$ cat config.mk
export PLATFORM = sky130hd
export DESIGN_NAME = seg7_scan_sched_flat
export DESIGN_NICKNAME = d
export VERILOG_FILES = /design/src/rtl/seg7_scan_sched_if.sv /design/src/rtl/seg7_scan_sched.sv /design/src/flat_wrapper.sv
export SDC_FILE = /design/constraint.sdc
export NUM_CORES = 1
export LEC_CHECK = 0
export BUFFER_PORTS_ARGS = -buffer_cell sky130_fd_sc_hd__buf_2
export CAP_MARGIN = 20
export CORE_AREA = 2 2 75 70
export DETAILED_ROUTE_END_ITERATION = 8
export DIE_AREA = 0 0 77 72
export PLACE_DENSITY = 0.7
export REMOVE_ABC_BUFFERS = 1
export SYNTH_ARGS = -nofsm -noshare
export SYNTH_HDL_FRONTEND = slang
export SYNTH_SLANG_ARGS = --single-unit
$ cat constraint.sdc
create_clock -name clk -period 2.3 [get_ports clk]
set_input_delay 0.345 -clock clk [delete_from_list [all_inputs] [get_ports clk]]
set_output_delay 0.345 -clock clk [all_outputs]
set_load 0.02 [all_outputs]
$ cat src/rtl/seg7_scan_sched_if.sv
// Bundle of write-port, display-control and display-output signals for seg7_scan_sched.
// The master side drives digit writes and display controls; the slave side is the scanner.
interface seg7_scan_sched_if;
    // Handshake: a write transfers on a rising edge where wr_valid and wr_ready are both 1;
    // wr_addr/wr_data must be stable while wr_valid=1, and wr_valid seen while wr_ready=0 is ignored.
    logic       wr_valid;
    logic       wr_ready;
    logic [1:0] wr_addr;
    logic [3:0] wr_data;
    logic       ovr_en;
    logic [3:0] ovr_data;
    logic       lz_blank;
    logic [6:0] seg;
    logic [3:0] dig_en;
    logic       frame_done;

    modport master (
        output wr_valid, wr_addr, wr_data, ovr_en, ovr_data, lz_blank,
        input  wr_ready, seg, dig_en, frame_done
    );

    modport slave (
        input  wr_valid, wr_addr, wr_data, ovr_en, ovr_data, lz_blank,
        output wr_ready, seg, dig_en, frame_done
    );
endinterface

$ cat src/rtl/seg7_scan_sched.sv
// Four-digit multiplexed 7-segment scanner with dead-time blanking, leading-zero
// suppression, override and a single-entry shadow write committed at frame end.
module seg7_scan_sched #(
    parameter int PRESCALE     = 1000,
    parameter int BLANK_CYCLES = 4
) (
    input  logic               clk,
    input  logic               rst,
    seg7_scan_sched_if.slave   bus
);

    localparam int              PC_W    = (PRESCALE > 1) ? $clog2(PRESCALE) : 1;
    localparam logic [PC_W-1:0] PC_LAST = PC_W'(PRESCALE - 1);

    typedef enum logic {
        PH_BLANK,
        PH_DRIVE
    } phase_e;

    function automatic logic [6:0] hex_decode(input logic [3:0] v);
        logic [6:0] s;
        case (v)
            4'h0: s = 7'h3F;
            4'h1: s = 7'h06;
            4'h2: s = 7'h5B;
            4'h3: s = 7'h4F;
            4'h4: s = 7'h66;
            4'h5: s = 7'h6D;
            4'h6: s = 7'h7D;
            4'h7: s = 7'h07;
            4'h8: s = 7'h7F;
            4'h9: s = 7'h6F;
            4'hA: s = 7'h77;
            4'hB: s = 7'h7C;
            4'hC: s = 7'h39;
            4'hD: s = 7'h5E;
            4'hE: s = 7'h79;
            default: s = 7'h71;
        endcase
        return s;
    endfunction

    logic [PC_W-1:0] pc_q, pc_d;
    logic [1:0]      slot_q, slot_d;
    logic [3:0]      digits_q [4];
    logic [3:0]      digits_d [4];
    logic [1:0]      sh_addr_q, sh_addr_d;
    logic [3:0]      sh_data_q, sh_data_d;
    logic            pend_q, pend_d;
    logic            wr_ready_q, wr_ready_d;
    logic [6:0]      seg_q, seg_d;
    logic [3:0]      dig_en_q, dig_en_d;
    logic            frame_done_q, frame_done_d;

    phase_e          phase;
    logic            slot_end;
    logic            frame_end;
    logic            accept;
    logic [3:0]      upper_zero;
    logic            lz_hide;
    logic [3:0]      shown_val;

    always_comb begin
        pc_d         = pc_q;
        slot_d       = slot_q;
        digits_d     = digits_q;
        sh_addr_d    = sh_addr_q;
        sh_data_d    = sh_data_q;
        pend_d       = pend_q;
        seg_d        = 7'd0;
        dig_en_d     = 4'd0;

        slot_end  = (pc_q == PC_LAST);
        frame_end = slot_end && (slot_q == 2'd3);
        accept    = bus.wr_valid && wr_ready_q;

        if (slot_end) begin
            pc_d   = '0;
            slot_d = slot_q + 2'd1;
        end else begin
            pc_d   = pc_q + PC_W'(1);
        end

        // Commit and accept never overlap: wr_ready_q is low whenever pend_q is set.
        if (frame_end && pend_q) begin
            digits_d[sh_addr_q] = sh_data_q;
            pend_d              = 1'b0;
        end
        if (accept) begin
            sh_addr_d = bus.wr_addr;
            sh_data_d = bus.wr_data;
            pend_d    = 1'b1;
        end
        wr_ready_d = !pend_d;

        phase = (int'(pc_q) < BLANK_CYCLES) ? PH_BLANK : PH_DRIVE;

        // upper_zero[k] is set when digits k..3 are all zero.
        upper_zero[3] = (digits_q[3] == 4'd0);
        upper_zero[2] = upper_zero[3] && (digits_q[2] == 4'd0);
        upper_zero[1] = upper_zero[2] && (digits_q[1] == 4'd0);
        upper_zero[0] = upper_zero[1] && (digits_q[0] == 4'd0);
        lz_hide = bus.lz_blank && !bus.ovr_en && (slot_q != 2'd0) && upper_zero[slot_q];

        shown_val = bus.ovr_en ? bus.ovr_data : digits_q[slot_q];

        if (phase == PH_DRIVE && !lz_hide) begin
            dig_en_d = 4'b0001 << slot_q;
            seg_d    = hex_decode(shown_val);
        end
        frame_done_d = frame_end;
    end

    always_ff @(posedge clk) begin
        if (rst) begin
            pc_q         <= '0;
            slot_q       <= 2'd0;
            digits_q     <= '{default: 4'd0};
            sh_addr_q    <= 2'd0;
            sh_data_q    <= 4'd0;
            pend_q       <= 1'b0;
            wr_ready_q   <= 1'b1;
            seg_q        <= 7'd0;
            dig_en_q     <= 4'd0;
            frame_done_q <= 1'b0;
        end else begin
            pc_q         <= pc_d;
            slot_q       <= slot_d;
            digits_q     <= digits_d;
            sh_addr_q    <= sh_addr_d;
            sh_data_q    <= sh_data_d;
            pend_q       <= pend_d;
            wr_ready_q   <= wr_ready_d;
            seg_q        <= seg_d;
            dig_en_q     <= dig_en_d;
            frame_done_q <= frame_done_d;
        end
    end

    assign bus.wr_ready   = wr_ready_q;
    assign bus.seg        = seg_q;
    assign bus.dig_en     = dig_en_q;
    assign bus.frame_done = frame_done_q;

endmodule

$ cat src/flat_wrapper.sv
// flat-port wrapper written by rule: the top's interface ports become plain ports
module seg7_scan_sched_flat 
#(
    parameter int PRESCALE     = 1000,
    parameter int BLANK_CYCLES = 4
)
  (clk, rst, bus_wr_valid, bus_wr_addr, bus_wr_data, bus_ovr_en, bus_ovr_data, bus_lz_blank, bus_wr_ready, bus_seg, bus_dig_en, bus_frame_done);
  seg7_scan_sched_if bus_i ();
  input  logic clk;
  input  logic rst;
  input wire logic [$bits(bus_i.wr_valid)-1:0] bus_wr_valid;
  input wire logic [$bits(bus_i.wr_addr)-1:0] bus_wr_addr;
  input wire logic [$bits(bus_i.wr_data)-1:0] bus_wr_data;
  input wire logic [$bits(bus_i.ovr_en)-1:0] bus_ovr_en;
  input wire logic [$bits(bus_i.ovr_data)-1:0] bus_ovr_data;
  input wire logic [$bits(bus_i.lz_blank)-1:0] bus_lz_blank;
  output wire logic [$bits(bus_i.wr_ready)-1:0] bus_wr_ready;
  output wire logic [$bits(bus_i.seg)-1:0] bus_seg;
  output wire logic [$bits(bus_i.dig_en)-1:0] bus_dig_en;
  output wire logic [$bits(bus_i.frame_done)-1:0] bus_frame_done;
  assign bus_i.wr_valid = bus_wr_valid;
  assign bus_i.wr_addr = bus_wr_addr;
  assign bus_i.wr_data = bus_wr_data;
  assign bus_i.ovr_en = bus_ovr_en;
  assign bus_i.ovr_data = bus_ovr_data;
  assign bus_i.lz_blank = bus_lz_blank;
  assign bus_wr_ready = bus_i.wr_ready;
  assign bus_seg = bus_i.seg;
  assign bus_dig_en = bus_i.dig_en;
  assign bus_frame_done = bus_i.frame_done;
  seg7_scan_sched #(.PRESCALE(PRESCALE), .BLANK_CYCLES(BLANK_CYCLES)) u_core (.clk(clk), .rst(rst), .bus(bus_i));
endmodule
==> flow_summary.html, run 1 <==
<table>
<tr><th>Metric</th><th>Value</th></tr>
<tr><th colspan="2">Status</th></tr>
<tr><td>Outcome</td><td>finished, final reports clean</td></tr>
<tr><th colspan="2">Global routing</th></tr>
<tr><td>Global route total overflow</td><td>0</td></tr>
<tr><td>Gr busiest metal</td><td>met2</td></tr>
<tr><td>Largest net degree at the start of global routing</td><td>20</td></tr>
<tr><td>Global-route track usage on met2</td><td>27.8%</td></tr>
<tr><td>M1 GR Usage</td><td>24.1%</td></tr>
<tr><td>Wire length of the first global-routing pass</td><td>7890 um</td></tr>
<tr><td>Global routing met3 resource utilization</td><td>3.98%</td></tr>
<tr><td>Initial antenna violation count</td><td>0</td></tr>
<tr><td>Total track usage</td><td>17.7%</td></tr>
<tr><td>Vias in the first global route</td><td>1722</td></tr>
<tr><th colspan="2">Clock tree</th></tr>
<tr><td>TritonCTS clock tree</td><td>yes</td></tr>
<tr><td>CTS Root Buffer Type</td><td>sky130_fd_sc_hd__clkbuf_8</td></tr>
<tr><td>Number of hold-repair buffers added at the cts stage</td><td>0</td></tr>
<tr><td>Clock-pin slew reported for the worst setup and hold paths after clock tree synthesis</td><td>around 0.090 ns</td></tr>
<tr><td>Source-to-sink clock delay at the later pin of the worst-skew pair</td><td>around 0.3 ns</td></tr>
<tr><td>Total clock buffers created by CTS</td><td>5</td></tr>
<tr><td>CTS HTree Levels</td><td>2</td></tr>
<tr><td>CTS sink cnt</td><td>48</td></tr>
<tr><td>Maximum root-to-sink buffer count</td><td>2</td></tr>
<tr><th colspan="2">Final layout</th></tr>
<tr><td>Area of all sequential standard cells</td><td>between 900 and 1000 sq um</td></tr>
<tr><td>Total Nets Final</td><td>slightly above 300</td></tr>
<tr><td>Number of standard cells in the final layout excluding fillers</td><td>351</td></tr>
<tr><td>Area of combinational cells with multiple inputs</td><td>about 1400 sq um</td></tr>
<tr><td>Synth-to-layout area growth</td><td>14.2%</td></tr>
<tr><td>Fraction of final layout cells sized beyond drive strength 1</td><td>between 20% and 30%</td></tr>
<tr><td>Ant diodes</td><td>0</td></tr>
<tr><td>Filler instances</td><td>between 400 and 500</td></tr>
<tr><td>Utilization after layout</td><td>57.3%</td></tr>
<tr><th colspan="2">Route</th></tr>
<tr><td>Total wire length</td><td>4670 um</td></tr>
<tr><td>Post-route ant nets</td><td>0</td></tr>
<tr><td>DR pass1 iterations</td><td>4</td></tr>
<tr><td>Number of vias after detailed routing</td><td>~1900</td></tr>
<tr><td>DRC violation count after routing</td><td>0</td></tr>
<tr><td>Wire per inst</td><td>~13 um</td></tr>
<tr><td>Vias per inst</td><td>5.31</td></tr>
<tr><td>Count of routing violations after the opening detailed-route iteration</td><td>108</td></tr>
<tr><th colspan="2">Worst setup path</th></tr>
<tr><td>Kind of critical path</td><td>flip-flop to flip-flop</td></tr>
<tr><td>WP data arrival</td><td>approximately 2.3 ns</td></tr>
<tr><td>Critical Path RT</td><td>2.52 ns</td></tr>
<tr><td>Peak fanout along the critical path</td><td>5</td></tr>
<tr><td>CP endpoint kind</td><td>flip-flop</td></tr>
<tr><td>Launching element type of the critical path</td><td>flip-flop</td></tr>
<tr><th colspan="2">Synth</th></tr>
<tr><td>Most used standard cells in the synthesized netlist</td><td>sky130_fd_sc_hd__dfxtp_1 (48), sky130_fd_sc_hd__nor2_1 (37), sky130_fd_sc_hd__mux2i_1 (21), sky130_fd_sc_hd__nand2_1 (15), sky130_fd_sc_hd__nand3_1 (15)</td></tr>
<tr><td>Leading post-synthesis cells by cell area</td><td>sky130_fd_sc_hd__dfxtp_1 (40%), sky130_fd_sc_hd__mux2i_1 (8.8%), sky130_fd_sc_hd__nor2_1 (5.8%)</td></tr>
<tr><td>Avg Synthesized Cell Area</td><td>between 9 and 10 sq um</td></tr>
<tr><td>Count of state elements after synthesis</td><td>48</td></tr>
<tr><td>Yosys warning total</td><td>0</td></tr>
<tr><td>Yosys top cell area share</td><td>between 40% and 50%</td></tr>
<tr><td>Most common cell in the netlist</td><td>sky130_fd_sc_hd__dfxtp_1</td></tr>
<tr><td>Mapped Cells</td><td>252</td></tr>
<tr><td>Synth async-reset ratio</td><td>0%</td></tr>
<tr><td>Post-synthesis cell type with the largest combined area</td><td>sky130_fd_sc_hd__dfxtp_1</td></tr>
<tr><td>Number of distinct library cell variants in the gate-level netlist after synthesis</td><td>47</td></tr>
<tr><td>Sequential share of the synthesized area</td><td>approximately two fifths</td></tr>
<tr><td>Dominant register cell in the synthesized netlist</td><td>sky130_fd_sc_hd__dfxtp_1</td></tr>
<tr><td>Syn Std Cell Area</td><td>2380 sq um</td></tr>
<tr><td>Post-synth EDFFs</td><td>0</td></tr>
<tr><th colspan="2">STA</th></tr>
<tr><td>Ratio of final minimum period to clock period</td><td>91.5%</td></tr>
<tr><td>Final TNS setup</td><td>0 ns</td></tr>
<tr><td>Maximum operating frequency</td><td>475 MHz</td></tr>
<tr><td>Actual slew at the worst max-slew pin</td><td>0.528 ns</td></tr>
<tr><td>Final count of negative-setup-slack endpoints</td><td>0</td></tr>
<tr><td>Hold violation total from the final report</td><td>0</td></tr>
<tr><td>Remaining max-slew budget at the tightest pin</td><td>64.7%</td></tr>
<tr><td>Fin Clk Skew</td><td>approximately 0.0057 ns</td></tr>
<tr><td>Final critical-path required period</td><td>2.11 ns</td></tr>
<tr><td>Final setup slack of the worst path</td><td>0.195 ns</td></tr>
<tr><td>Max-slew violation count</td><td>0</td></tr>
<tr><td>Unrepaired setup endpoints after global routing</td><td>no</td></tr>
<tr><th colspan="2">Floorplanning</th></tr>
<tr><td>Num ports</td><td>28</td></tr>
<tr><td>Standard-cell rows</td><td>24</td></tr>
<tr><td>Vert. Die Dim</td><td>72 um</td></tr>
<tr><td>Overall die width</td><td>slightly below 80 um</td></tr>
<tr><td>Area inside the core boundary</td><td>between 4000 and 5000 sq um</td></tr>
<tr><td>Die Area</td><td>~5500 sq um</td></tr>
<tr><td>Initial core utilization</td><td>between 50% and 60%</td></tr>
<tr><th colspan="2">Placed design</th></tr>
<tr><td>HPWL after DPL</td><td>approximately 3600 um</td></tr>
<tr><td>RePlAce Congestion</td><td>0.819</td></tr>
<tr><td>Dpl cells</td><td>around 340</td></tr>
<tr><td>Count of port buffers added during placement</td><td>27</td></tr>
<tr><td>Worst setup timing slack at the placement stage</td><td>0.160 ns</td></tr>
<tr><th colspan="2">Power</th></tr>
<tr><td>Leakage dissipation</td><td>1.11 nW</td></tr>
<tr><td>Total power divided by cell area</td><td>561 nW/um^2</td></tr>
<tr><td>VDD IR-drop max</td><td>0.000405 V</td></tr>
<tr><td>PnR Total Power</td><td>1.53 mW</td></tr>
<tr><th colspan="2">Flow run</th></tr>
<tr><td>Number of max-cap violations</td><td>0</td></tr>
<tr><th colspan="2">Worst hold path</th></tr>
<tr><td>Worst min-delay path class</td><td>input port to flip-flop</td></tr>
</table>
[worst max-delay path, stage by stage (launching register included)]
cell	delay, ns
sky130_fd_sc_hd__dfxtp_2	0.38
sky130_fd_sc_hd__mux4_2	0.50
sky130_fd_sc_hd__mux2_2	0.33
sky130_fd_sc_hd__ha_1	0.25
sky130_fd_sc_hd__o311a_1	0.37
sky130_fd_sc_hd__a211oi_1	0.20
[registers in the layout (all words and copies together) (netlist names), 2 cells and up]
| register | flops |
|---|---|
| u_core.pc_q | 10 |
| u_core.sh_data_q | 4 |
| u_core.sh_addr_q | 2 |
| u_core.digits_q | 16 |
| u_core.bus.seg | 7 |
| u_core.bus.dig_en | 4 |
| u_core.slot_q | 2 |
[worst paths after layout]
path                            slack [ns]  cells past startpoint              from                  end
worst max register to register        0.19                      5  u_core.slot_q[0]    u_core.bus.seg[1]
worst max-delay path                  0.19                      5  u_core.slot_q[0]    u_core.bus.seg[1]
worst min-delay path                  0.28                      3    bus_wr_addr[1]  u_core.sh_addr_q[1]
worst min register to register        0.47                      1    u_core.pc_q[0]       u_core.pc_q[0]
[logic make-up after synthesis]
group / count (synthesis) / share of synthesized area, %
AOI/OAI and AO/OA: 34 / 9.41
DFF: 48 / 40.4
buffers and inverters: 16 / 2.68
muxes: 28 / 14.5
adders and majority gates: 10 / 5.26
xor gates and xnor gates: 12 / 4.42
and+or+nand+nor: 104 / 23.3
[repair_timing]
action	4_1_cts	5_1_grt
resized for setup	0	2
endpoints found under the hold margin	0	0
endpoints found under the setup margin	0	3
buffers inserted	0	0
[per-layer routing]
layer	routed length, um	part of all wire [%]
met1	2370	51
met5	0	0
met3	200	4.3
met2	2030	43
met4	64	1.4
[stage by stage]
stage | cell area (sq um) | hold slack, ns
detailed placement | 2620 | 0.452
CTS | 2720 | 0.281
global placement | 2620 | 0.443
global route | 2720 | 0.295
floorplan | 2340 | 0.414
finish | 2720 | 0.284
[area by class of cell]
cell class              instances  area share [%]
multi-input cells             188            49.9
inverters                       7           0.967
clock inverters                 2           0.506
clock buffers                   6            3.04
well taps                      65            2.99
repair buffers                 35            7.18
flip-flops and latches         48            35.5
[placed cells by master, fill, tap and decap left out, types with 3 or more instances in the layout]
master and count:
sky130_fd_sc_hd__a21oi_1 11, sky130_fd_sc_hd__a221oi_1 3, sky130_fd_sc_hd__buf_2 27, sky130_fd_sc_hd__buf_4 8
sky130_fd_sc_hd__clkbuf_8 6, sky130_fd_sc_hd__dfxtp_1 46, sky130_fd_sc_hd__ha_1 10, sky130_fd_sc_hd__inv_1 6
sky130_fd_sc_hd__mux2i_1 21, sky130_fd_sc_hd__mux4_2 4, sky130_fd_sc_hd__nand2_1 15, sky130_fd_sc_hd__nand3_1 15
sky130_fd_sc_hd__nor2_1 37, sky130_fd_sc_hd__nor3_1 10, sky130_fd_sc_hd__nor4_1 6, sky130_fd_sc_hd__o21ai_0 6
sky130_fd_sc_hd__o31ai_1 3, sky130_fd_sc_hd__xnor2_1 3, sky130_fd_sc_hd__xor2_1 9
[report_power, final]
| group | internal (mW) | switching [mW] |
|---|---|---|
| combinational | 0.0507 | 0.0710 |
| sequential | 0.849 | 0.0192 |
| clock | 0.246 | 0.289 |
| total | 1.15 | 0.380 |
Power figures use the tool's default switching activity.
==> run 2: changes to the inputs <==
--- a/config.mk
+++ b/config.mk
@@ -5,12 +5,13 @@
 export SDC_FILE = /design/constraint.sdc
 export NUM_CORES = 1
 export LEC_CHECK = 0
+export ABC_AREA = 1
 export BUFFER_PORTS_ARGS = -buffer_cell sky130_fd_sc_hd__buf_2
 export CAP_MARGIN = 20
-export CORE_AREA = 2 2 75 70
+export CORE_AREA = 2 2 74 69
 export DETAILED_ROUTE_END_ITERATION = 8
-export DIE_AREA = 0 0 77 72
-export PLACE_DENSITY = 0.7
+export DIE_AREA = 0 0 76 71
+export PLACE_DENSITY = 0.71
 export REMOVE_ABC_BUFFERS = 1
 export SYNTH_ARGS = -nofsm -noshare
 export SYNTH_HDL_FRONTEND = slang
==> flow_summary.html, run 2 <==
<table>
<tr><th>Metric</th><th>Value</th></tr>
<tr><th colspan="2">Worst setup path</th></tr>
<tr><td>Kind of critical path</td><td>flip-flop to flip-flop</td></tr>
<tr><td>Peak fanout along the critical path</td><td>9</td></tr>
<tr><td>Worst setup startpoint</td><td>u_core.slot_q[1]</td></tr>
<tr><td>WP data arrival</td><td>2.13 ns</td></tr>
<tr><td>CP endpoint kind</td><td>flip-flop</td></tr>
<tr><td>Critical Path RT</td><td>2.50 ns</td></tr>
<tr><td>Reg-to-reg startpoint</td><td>u_core.slot_q[1]</td></tr>
<tr><td>Launching element type of the critical path</td><td>flip-flop</td></tr>
<tr><td>Cell repeated most along the worst path</td><td>sky130_fd_sc_hd__nand2_1</td></tr>
<tr><td>Crit path cell chain</td><td>inv_1 &gt; nor2_1 &gt; o21ai_0 &gt; nand2_1 &gt; nand2_1 &gt; nand2_1 &gt; inv_1 &gt; ha_1 &gt; nand2_1 &gt; nand2_1 &gt; nor2_1 &gt; nor2_1</td></tr>
<tr><td>CP peak stage delay</td><td>~0.48 ns</td></tr>
<tr><td>Slowest-stage cell, CP</td><td>sky130_fd_sc_hd__dfxtp_1</td></tr>
<tr><th colspan="2">Route</th></tr>
<tr><td>Total wire length</td><td>4600 um</td></tr>
<tr><td>Wire per inst</td><td>10.9 um</td></tr>
<tr><td>Number of vias after detailed routing</td><td>2071</td></tr>
<tr><td>DR pass1 iterations</td><td>4</td></tr>
<tr><td>Count of routing violations after the opening detailed-route iteration</td><td>137</td></tr>
<tr><td>DRC violation count after routing</td><td>0</td></tr>
<tr><td>Vias per inst</td><td>4.91</td></tr>
<tr><td>Post-route ant nets</td><td>0</td></tr>
<tr><th colspan="2">STA</th></tr>
<tr><td>Maximum operating frequency</td><td>517 MHz</td></tr>
<tr><td>Ratio of final minimum period to clock period</td><td>84.1%</td></tr>
<tr><td>Final critical-path required period</td><td>1.93 ns</td></tr>
<tr><td>Max-slew violation count</td><td>0</td></tr>
<tr><td>Remaining max-slew budget at the tightest pin</td><td>75.8%</td></tr>
<tr><td>Fin Clk Skew</td><td>between 0.002 and 0.003 ns</td></tr>
<tr><td>Final TNS setup</td><td>0 ns</td></tr>
<tr><td>Hold violation total from the final report</td><td>0</td></tr>
<tr><td>Actual slew at the worst max-slew pin</td><td>roughly 0.36 ns</td></tr>
<tr><td>Final count of negative-setup-slack endpoints</td><td>0</td></tr>
<tr><td>Unrepaired setup endpoints after global routing</td><td>no</td></tr>
<tr><th colspan="2">Synth</th></tr>
<tr><td>Avg Synthesized Cell Area</td><td>7.08 sq um</td></tr>
<tr><td>Synth async-reset ratio</td><td>0%</td></tr>
<tr><td>Most common cell in the netlist</td><td>sky130_fd_sc_hd__nand2_1</td></tr>
<tr><td>Dominant register cell in the synthesized netlist</td><td>sky130_fd_sc_hd__dfxtp_1</td></tr>
<tr><td>Yosys top cell area share</td><td>41.3%</td></tr>
<tr><td>Syn Std Cell Area</td><td>approximately 2300 sq um</td></tr>
<tr><td>Sequential share of the synthesized area</td><td>a little over 40%</td></tr>
<tr><td>Mapped Cells</td><td>329</td></tr>
<tr><td>Post-synthesis cell type with the largest combined area</td><td>sky130_fd_sc_hd__dfxtp_1</td></tr>
<tr><td>Post-synth EDFFs</td><td>0</td></tr>
<tr><td>Most used standard cells in the synthesized netlist</td><td>sky130_fd_sc_hd__nand2_1 (84), sky130_fd_sc_hd__dfxtp_1 (48), sky130_fd_sc_hd__nor2_1 (43), sky130_fd_sc_hd__nand3_1 (33), sky130_fd_sc_hd__a21oi_1 (31)</td></tr>
<tr><td>Count of state elements after synthesis</td><td>48</td></tr>
<tr><td>Leading post-synthesis cells by cell area</td><td>sky130_fd_sc_hd__dfxtp_1 (41%), sky130_fd_sc_hd__nand2_1 (14%), sky130_fd_sc_hd__nand3_1 (7.1%)</td></tr>
<tr><td>Number of distinct library cell variants in the gate-level netlist after synthesis</td><td>27</td></tr>
<tr><td>Yosys warning total</td><td>0</td></tr>
<tr><th colspan="2">Floorplanning</th></tr>
<tr><td>Initial core utilization</td><td>50.0%</td></tr>
<tr><td>Num ports</td><td>28</td></tr>
<tr><td>Die Area</td><td>5400 sq um</td></tr>
<tr><td>Overall die width</td><td>76 um</td></tr>
<tr><td>Vert. Die Dim</td><td>71 um</td></tr>
<tr><td>Area inside the core boundary</td><td>4650 sq um</td></tr>
<tr><td>Standard-cell rows</td><td>24</td></tr>
<tr><th colspan="2">Clock tree</th></tr>
<tr><td>CTS HTree Levels</td><td>2</td></tr>
<tr><td>Clock-pin slew reported for the worst setup and hold paths after clock tree synthesis</td><td>0.08 ns</td></tr>
<tr><td>Total clock buffers created by CTS</td><td>5</td></tr>
<tr><td>CTS Root Buffer Type</td><td>sky130_fd_sc_hd__clkbuf_8</td></tr>
<tr><td>Maximum root-to-sink buffer count</td><td>2</td></tr>
<tr><td>CTS-repair resized insts</td><td>0</td></tr>
<tr><td>TritonCTS clock tree</td><td>yes</td></tr>
<tr><td>Source-to-sink clock delay at the later pin of the worst-skew pair</td><td>0.30 ns</td></tr>
<tr><td>Post-CTS Repair Setup Buffers</td><td>0</td></tr>
<tr><td>CTS sink cnt</td><td>48</td></tr>
<tr><td>Number of hold-repair buffers added at the cts stage</td><td>0</td></tr>
<tr><th colspan="2">Final layout</th></tr>
<tr><td>Total Nets Final</td><td>382</td></tr>
<tr><td>Finished layout cell area</td><td>2580 sq um</td></tr>
<tr><td>Commonest cells after routing, fill and taps aside</td><td>sky130_fd_sc_hd__nand2_1 (84), sky130_fd_sc_hd__dfxtp_1 (48), sky130_fd_sc_hd__nor2_1 (43)</td></tr>
<tr><td>Synth-to-layout area growth</td><td>11.0%</td></tr>
<tr><td>Leading cell type in the layout, fill and taps excluded</td><td>sky130_fd_sc_hd__nand2_1</td></tr>
<tr><td>Fraction of final layout cells sized beyond drive strength 1</td><td>14.0%</td></tr>
<tr><td>Ant diodes</td><td>0</td></tr>
<tr><td>Biggest register</td><td>u_core.digits_q</td></tr>
<tr><td>Number of flip-flops in the largest register</td><td>16</td></tr>
<tr><th colspan="2">Global routing</th></tr>
<tr><td>Total track usage</td><td>17.9%</td></tr>
<tr><td>Wire length of the first global-routing pass</td><td>7890 um</td></tr>
<tr><td>Global route total overflow</td><td>0</td></tr>
<tr><td>Largest net degree at the start of global routing</td><td>21</td></tr>
<tr><td>Vias in the first global route</td><td>1822</td></tr>
<tr><td>Initial antenna violation count</td><td>0</td></tr>
<tr><th colspan="2">Placed design</th></tr>
<tr><td>HPWL after DPL</td><td>3500 um</td></tr>
<tr><td>Placed cell areas</td><td>2500 sq um</td></tr>
<tr><td>Count of port buffers added during placement</td><td>27</td></tr>
<tr><td>RePlAce Congestion</td><td>0.887</td></tr>
<tr><th colspan="2">Worst hold path</th></tr>
<tr><td>Worst min-delay path class</td><td>input port to flip-flop</td></tr>
<tr><td>Hold Startpoint</td><td>bus_wr_data[0]</td></tr>
<tr><th colspan="2">Power</th></tr>
<tr><td>Total power divided by cell area</td><td>568 nW/um^2</td></tr>
<tr><td>Leakage dissipation</td><td>1.13 nW</td></tr>
<tr><td>VDD IR-drop max</td><td>0.000374 V</td></tr>
<tr><th colspan="2">Status</th></tr>
<tr><td>Outcome</td><td>finished, final reports clean</td></tr>
<tr><th colspan="2">Flow run</th></tr>
<tr><td>Number of max-cap violations</td><td>0</td></tr>
</table>
-- run 2: kinds of logic (layout without fill, tap and decap cells) --
group | after synthesis | in the layout | share of synthesized area [%]
xor+xnor | 4 | 4 | 1.50
buf+inv | 41 | 69 | 7.79
compound gates | 47 | 47 | 10.4
flops | 48 | 48 | 41.3
fa+ha+maj | 10 | 10 | 5.37
simple gates | 179 | 179 | 33.6
-- run 2: final cells by class --
cell class,instances,area [sq um]
flip-flops and latches,48,961
multi-input cells,240,1190
clock inverters,2,12.5
fillers,463,2070
repair buffers,29,150
inverters,33,124
well taps,65,81.3
clock buffers,5,68.8
-- run 2: through the flow --
stage                     instances  setup WS [ns]  power, mW  hold slack [ns]  utilization, %
after global placement          415          0.500       1.01            0.429            53.8
after global routing            422          0.185       1.53            0.289            55.5
after floorplan                 321          0.478      0.967            0.414               -
after CTS                       422          0.386       1.48            0.280            55.5
final                           422          0.366       1.47            0.289            55.5
after detailed placement        415          0.399       1.01            0.441            53.8
-- run 2: layer usage --
metal  global-route usage (%)  wire (um)  up-vias
li1                         -          -     1108
met3                     4.08        234        4
met5                        0          0        -
met2                     28.5       2070       46
met4                     8.48         38        0
met1                     23.5       2260      913
-- run 2: path summary, 6_finish.rpt --
path,endpoint,cells after the start,slack (ns)
setup / recovery,u_core.bus.seg[3],12,0.37
hold reg to reg,u_core.pc_q[0],1,0.45
hold / removal,u_core.sh_data_q[0],3,0.29
setup reg to reg,u_core.bus.seg[3],12,0.37
-- run 2: worst max-delay path, delay by kind of cell (launching register included) --
family	cells	cell delay, ns
AOI/OAI and AO/OA	1	0.08
adders and majority gates	1	0.29
buffers and inverters	2	0.31
DFF	1	0.48
and+or+nand+nor	8	0.67
-- run 2: power breakdown --
| group | total, mW | switching (mW) | internal [mW] |
|---|---|---|---|
| Sequential | 0.867 | 0.0172 | 0.850 |
| Combinational | 0.127 | 0.0841 | 0.0425 |
| Clock | 0.473 | 0.268 | 0.206 |
==> run 3: changes to the inputs <==
--- a/config.mk
+++ b/config.mk
@@ -8,10 +8,10 @@
 export ABC_AREA = 1
 export BUFFER_PORTS_ARGS = -buffer_cell sky130_fd_sc_hd__buf_2
 export CAP_MARGIN = 20
-export CORE_AREA = 2 2 74 69
+export CORE_AREA = 2 2 71 66
 export DETAILED_ROUTE_END_ITERATION = 8
-export DIE_AREA = 0 0 76 71
-export PLACE_DENSITY = 0.71
+export DIE_AREA = 0 0 73 68
+export PLACE_DENSITY = 0.73
 export REMOVE_ABC_BUFFERS = 1
 export SYNTH_ARGS = -nofsm -noshare
 export SYNTH_HDL_FRONTEND = slang
==> constraint.sdc (replaced) <==
create_clock -name clk -period 1.9 [get_ports clk]
set_input_delay 0.285 -clock clk [delete_from_list [all_inputs] [get_ports clk]]
set_output_delay 0.285 -clock clk [all_outputs]
set_load 0.02 [all_outputs]
==> flow_summary.html, run 3 (synthesis gave the netlist of run 2 again) <==
<table>
<tr><th>Metric</th><th>Value</th></tr>
<tr><th colspan="2">STA</th></tr>
<tr><td>Final count of negative-setup-slack endpoints</td><td>0</td></tr>
<tr><td>Final TNS setup</td><td>0 ns</td></tr>
<tr><td>Final critical-path required period</td><td>1.70 ns</td></tr>
<tr><td>Unrepaired setup endpoints after global routing</td><td>no</td></tr>
<tr><td>Hold violation total from the final report</td><td>0</td></tr>
<tr><td>Worst-case hold slack</td><td>0.227 ns</td></tr>
<tr><td>Max-slew violation count</td><td>0</td></tr>
<tr><td>Ratio of final minimum period to clock period</td><td>89.4%</td></tr>
<tr><td>Fin Clk Skew</td><td>0.0123 ns</td></tr>
<tr><td>Final setup slack of the worst path</td><td>between 0.2 and 0.25 ns</td></tr>
<tr><td>Remaining max-slew budget at the tightest pin</td><td>76.1%</td></tr>
<tr><td>Maximum operating frequency</td><td>roughly 590 MHz</td></tr>
<tr><td>Actual slew at the worst max-slew pin</td><td>0.357 ns</td></tr>
<tr><th colspan="2">Global routing</th></tr>
<tr><td>Wire length of the first global-routing pass</td><td>7910 um</td></tr>
<tr><td>Total track usage</td><td>between 20 and 25%</td></tr>
<tr><td>Global route total overflow</td><td>0</td></tr>
<tr><td>Vias in the first global route</td><td>1863</td></tr>
<tr><td>Largest net degree at the start of global routing</td><td>21</td></tr>
<tr><td>Initial antenna violation count</td><td>0</td></tr>
<tr><th colspan="2">Worst hold path</th></tr>
<tr><td>Hold Startpoint</td><td>bus_wr_data[3]</td></tr>
<tr><td>Worst min-delay path class</td><td>input port to flip-flop</td></tr>
<tr><td>Worst Hold Path Cells</td><td>3</td></tr>
<tr><td>Worst min-delay path endpoint</td><td>u_core.sh_data_q[3]</td></tr>
<tr><th colspan="2">Worst setup path</th></tr>
<tr><td>Critical Path RT</td><td>2.09 ns</td></tr>
<tr><td>Launching element type of the critical path</td><td>flip-flop</td></tr>
<tr><td>Buffering stage count on the worst path with inverters included</td><td>2</td></tr>
<tr><td>Reg-to-reg startpoint</td><td>u_core.slot_q[1]</td></tr>
<tr><td>Cell family contributing the most delay on the critical path</td><td>simple AND/OR/NAND/NOR gates</td></tr>
<tr><td>Register-to-register setup slack</td><td>0.20 ns</td></tr>
<tr><td>Cell repeated most along the worst path</td><td>sky130_fd_sc_hd__nand2_1</td></tr>
<tr><td>CP peak stage delay</td><td>0.34 ns</td></tr>
<tr><td>Slowest-stage cell, CP</td><td>sky130_fd_sc_hd__dfxtp_1</td></tr>
<tr><td>Crit path cell chain</td><td>buf_4 &gt; a21oi_1 &gt; o21ai_0 &gt; nand2_1 &gt; nand2_1 &gt; nand2_1 &gt; inv_2 &gt; ha_1 &gt; nand2_1 &gt; nand2_1 &gt; nor2_1 &gt; nor2_1</td></tr>
<tr><td>WP data arrival</td><td>1.89 ns</td></tr>
<tr><td>R2R cell count</td><td>12</td></tr>
<tr><td>Peak fanout along the critical path</td><td>5</td></tr>
<tr><td>Reg-to-reg endpoint</td><td>u_core.bus.seg[3]</td></tr>
<tr><td>Kind of critical path</td><td>flip-flop to flip-flop</td></tr>
<tr><td>CP endpoint kind</td><td>flip-flop</td></tr>
<tr><th colspan="2">Clock tree</th></tr>
<tr><td>Clock-pin slew reported for the worst setup and hold paths after clock tree synthesis</td><td>about 0.09 ns</td></tr>
<tr><td>TritonCTS clock tree</td><td>yes</td></tr>
<tr><td>CTS HTree Levels</td><td>2</td></tr>
<tr><td>CTS sink cnt</td><td>48</td></tr>
<tr><td>Source-to-sink clock delay at the later pin of the worst-skew pair</td><td>0.30 ns</td></tr>
<tr><td>Number of hold-repair buffers added at the cts stage</td><td>0</td></tr>
<tr><td>Post-CTS Repair Setup Buffers</td><td>0</td></tr>
<tr><td>Total clock buffers created by CTS</td><td>5</td></tr>
<tr><td>CTS-repair resized insts</td><td>0</td></tr>
<tr><td>Maximum root-to-sink buffer count</td><td>2</td></tr>
<tr><td>CTS Root Buffer Type</td><td>sky130_fd_sc_hd__clkbuf_8</td></tr>
<tr><th colspan="2">Final layout</th></tr>
<tr><td>Ant diodes</td><td>0</td></tr>
<tr><td>Total Nets Final</td><td>387</td></tr>
<tr><td>Fraction of final layout cells sized beyond drive strength 1</td><td>between 15 and 20%</td></tr>
<tr><td>Synth-to-layout area growth</td><td>12.6%</td></tr>
<tr><td>Biggest register</td><td>u_core.digits_q</td></tr>
<tr><td>Utilization after layout</td><td>61.2%</td></tr>
<tr><td>Number of flip-flops in the largest register</td><td>16</td></tr>
<tr><td>Finished layout cell area</td><td>between 2000 and 3000 sq um</td></tr>
<tr><td>Filler instances</td><td>420</td></tr>
<tr><td>Leading cell type in the layout, fill and taps excluded</td><td>sky130_fd_sc_hd__nand2_1</td></tr>
<tr><td>Commonest cells after routing, fill and taps aside</td><td>sky130_fd_sc_hd__nand2_1 (83), sky130_fd_sc_hd__dfxtp_1 (47), sky130_fd_sc_hd__nor2_1 (43)</td></tr>
<tr><th colspan="2">Status</th></tr>
<tr><td>Outcome</td><td>finished, final reports clean</td></tr>
<tr><th colspan="2">Placed design</th></tr>
<tr><td>HPWL after DPL</td><td>3560 um</td></tr>
<tr><td>RePlAce Congestion</td><td>0.863</td></tr>
<tr><td>Worst setup timing slack at the placement stage</td><td>0.147 ns</td></tr>
<tr><td>Count of port buffers added during placement</td><td>27</td></tr>
<tr><td>Placed cell areas</td><td>2520 sq um</td></tr>
<tr><th colspan="2">Floorplanning</th></tr>
<tr><td>Vert. Die Dim</td><td>between 60 and 70 um</td></tr>
<tr><td>Standard-cell rows</td><td>23</td></tr>
<tr><td>Num ports</td><td>28</td></tr>
<tr><td>Area inside the core boundary</td><td>4290 sq um</td></tr>
<tr><td>Overall die width</td><td>roughly 73 um</td></tr>
<tr><td>Initial core utilization</td><td>54.3%</td></tr>
<tr><td>Die Area</td><td>~5000 sq um</td></tr>
<tr><th colspan="2">Route</th></tr>
<tr><td>Post-route ant nets</td><td>0</td></tr>
<tr><td>Vias per inst</td><td>5.13</td></tr>
<tr><td>DR pass1 iterations</td><td>4</td></tr>
<tr><td>Number of vias after detailed routing</td><td>2119</td></tr>
<tr><td>DRC violation count after routing</td><td>0</td></tr>
<tr><td>Total wire length</td><td>around 4600 um</td></tr>
<tr><td>Wire per inst</td><td>11.1 um</td></tr>
<tr><td>Count of routing violations after the opening detailed-route iteration</td><td>95</td></tr>
<tr><th colspan="2">Power</th></tr>
<tr><td>Seq pwr share</td><td>57.1%</td></tr>
<tr><td>Leakage dissipation</td><td>approximately 1.2 nW</td></tr>
<tr><td>Internal</td><td>1.38 mW</td></tr>
<tr><td>Clock share of power</td><td>34.6%</td></tr>
<tr><td>Net switching share of the total power</td><td>25.1%</td></tr>
<tr><td>Logic pwr share</td><td>8.4%</td></tr>
<tr><td>Net Sw Power</td><td>approximately 460 uW</td></tr>
<tr><td>VDD IR-drop max</td><td>0.000434 V</td></tr>
<tr><td>Total power divided by cell area</td><td>701 nW/um^2</td></tr>
<tr><th colspan="2">Flow run</th></tr>
<tr><td>Number of max-cap violations</td><td>0</td></tr>
</table>
==> run 3: changes by cell type in the layout (fill, tap and decap cells not counted) <==
cell / previous run / this run
sky130_fd_sc_hd__clkinvlp_4: 1 / 2
sky130_fd_sc_hd__nand2_1: 84 / 83
sky130_fd_sc_hd__clkbuf_8: 5 / 6
sky130_fd_sc_hd__inv_1: 30 / 28
sky130_fd_sc_hd__buf_4: 2 / 7
sky130_fd_sc_hd__clkinv_2: 1 / 0
sky130_fd_sc_hd__dfxtp_2: 0 / 1
sky130_fd_sc_hd__dfxtp_1: 48 / 47
sky130_fd_sc_hd__inv_2: 3 / 5
sky130_fd_sc_hd__nand2_2: 3 / 4
==> run 3: area by class of cell <==
class                   instances  area (sq um)  area share, %
flip-flops and latches         48           962           36.7
repair buffers                 34           188           7.16
clock inverters                 2          15.0          0.573
multi-input cells             240          1190           45.3
inverters                      33           124           4.72
well taps                      50          62.6           2.39
clock buffers                   6          82.6           3.15
==> run 3: worst max path at each step <==
stage,startpoint,to,cells after the start
floorplan,u_core.slot_q[0],u_core.bus.seg[3],12
global placement,u_core.slot_q[0],u_core.bus.seg[3],12
detailed placement,u_core.slot_q[0],u_core.bus.seg[3],11
CTS,u_core.slot_q[0],u_core.bus.seg[3],11
global route,u_core.slot_q[0],u_core.bus.seg[3],11
finish,u_core.slot_q[1],u_core.bus.seg[3],12
==> run 3: layer usage <==
layer  vias to the layer above  share of wire, %  track usage [%]
met5                         -                 0                0
met4                         0               1.0             6.71
met3                         4               2.8             4.42
met2                        35                46             34.7
met1                       951                50             25.5
li1                       1129                 -                -
==> run 3: power by group through the flow <==
stage / registers (mW) / clock network [mW] / logic [mW]
final: 1.05 / 0.636 / 0.154
after global routing: 1.05 / 0.692 / 0.178
after CTS: 1.05 / 0.654 / 0.153
after detailed placement: 1.07 / 0 / 0.153
after global placement: 1.07 / 0 / 0.151
after floorplan: 1.08 / 0 / 0.0947
==> run 3: worst register-to-register path, stage by stage (launching register included) <==
cell and delay [ns]:
sky130_fd_sc_hd__dfxtp_1 0.34, sky130_fd_sc_hd__buf_4 0.16, sky130_fd_sc_hd__a21oi_1 0.11, sky130_fd_sc_hd__o21ai_0 0.10, sky130_fd_sc_hd__nand2_1 0.07, sky130_fd_sc_hd__nand2_1 0.05
sky130_fd_sc_hd__nand2_1 0.15, sky130_fd_sc_hd__inv_2 0.08, sky130_fd_sc_hd__ha_1 0.28, sky130_fd_sc_hd__nand2_1 0.07, sky130_fd_sc_hd__nand2_1 0.06, sky130_fd_sc_hd__nor2_1 0.09
sky130_fd_sc_hd__nor2_1 0.05
==> run 3: stage by stage <==
stage,total power [mW],instances
2_1_floorplan,1.17,321
3_3_place_gp,1.22,405
3_5_place_dp,1.23,405
4_1_cts,1.86,413
5_1_grt,1.92,413
6_report,1.84,413
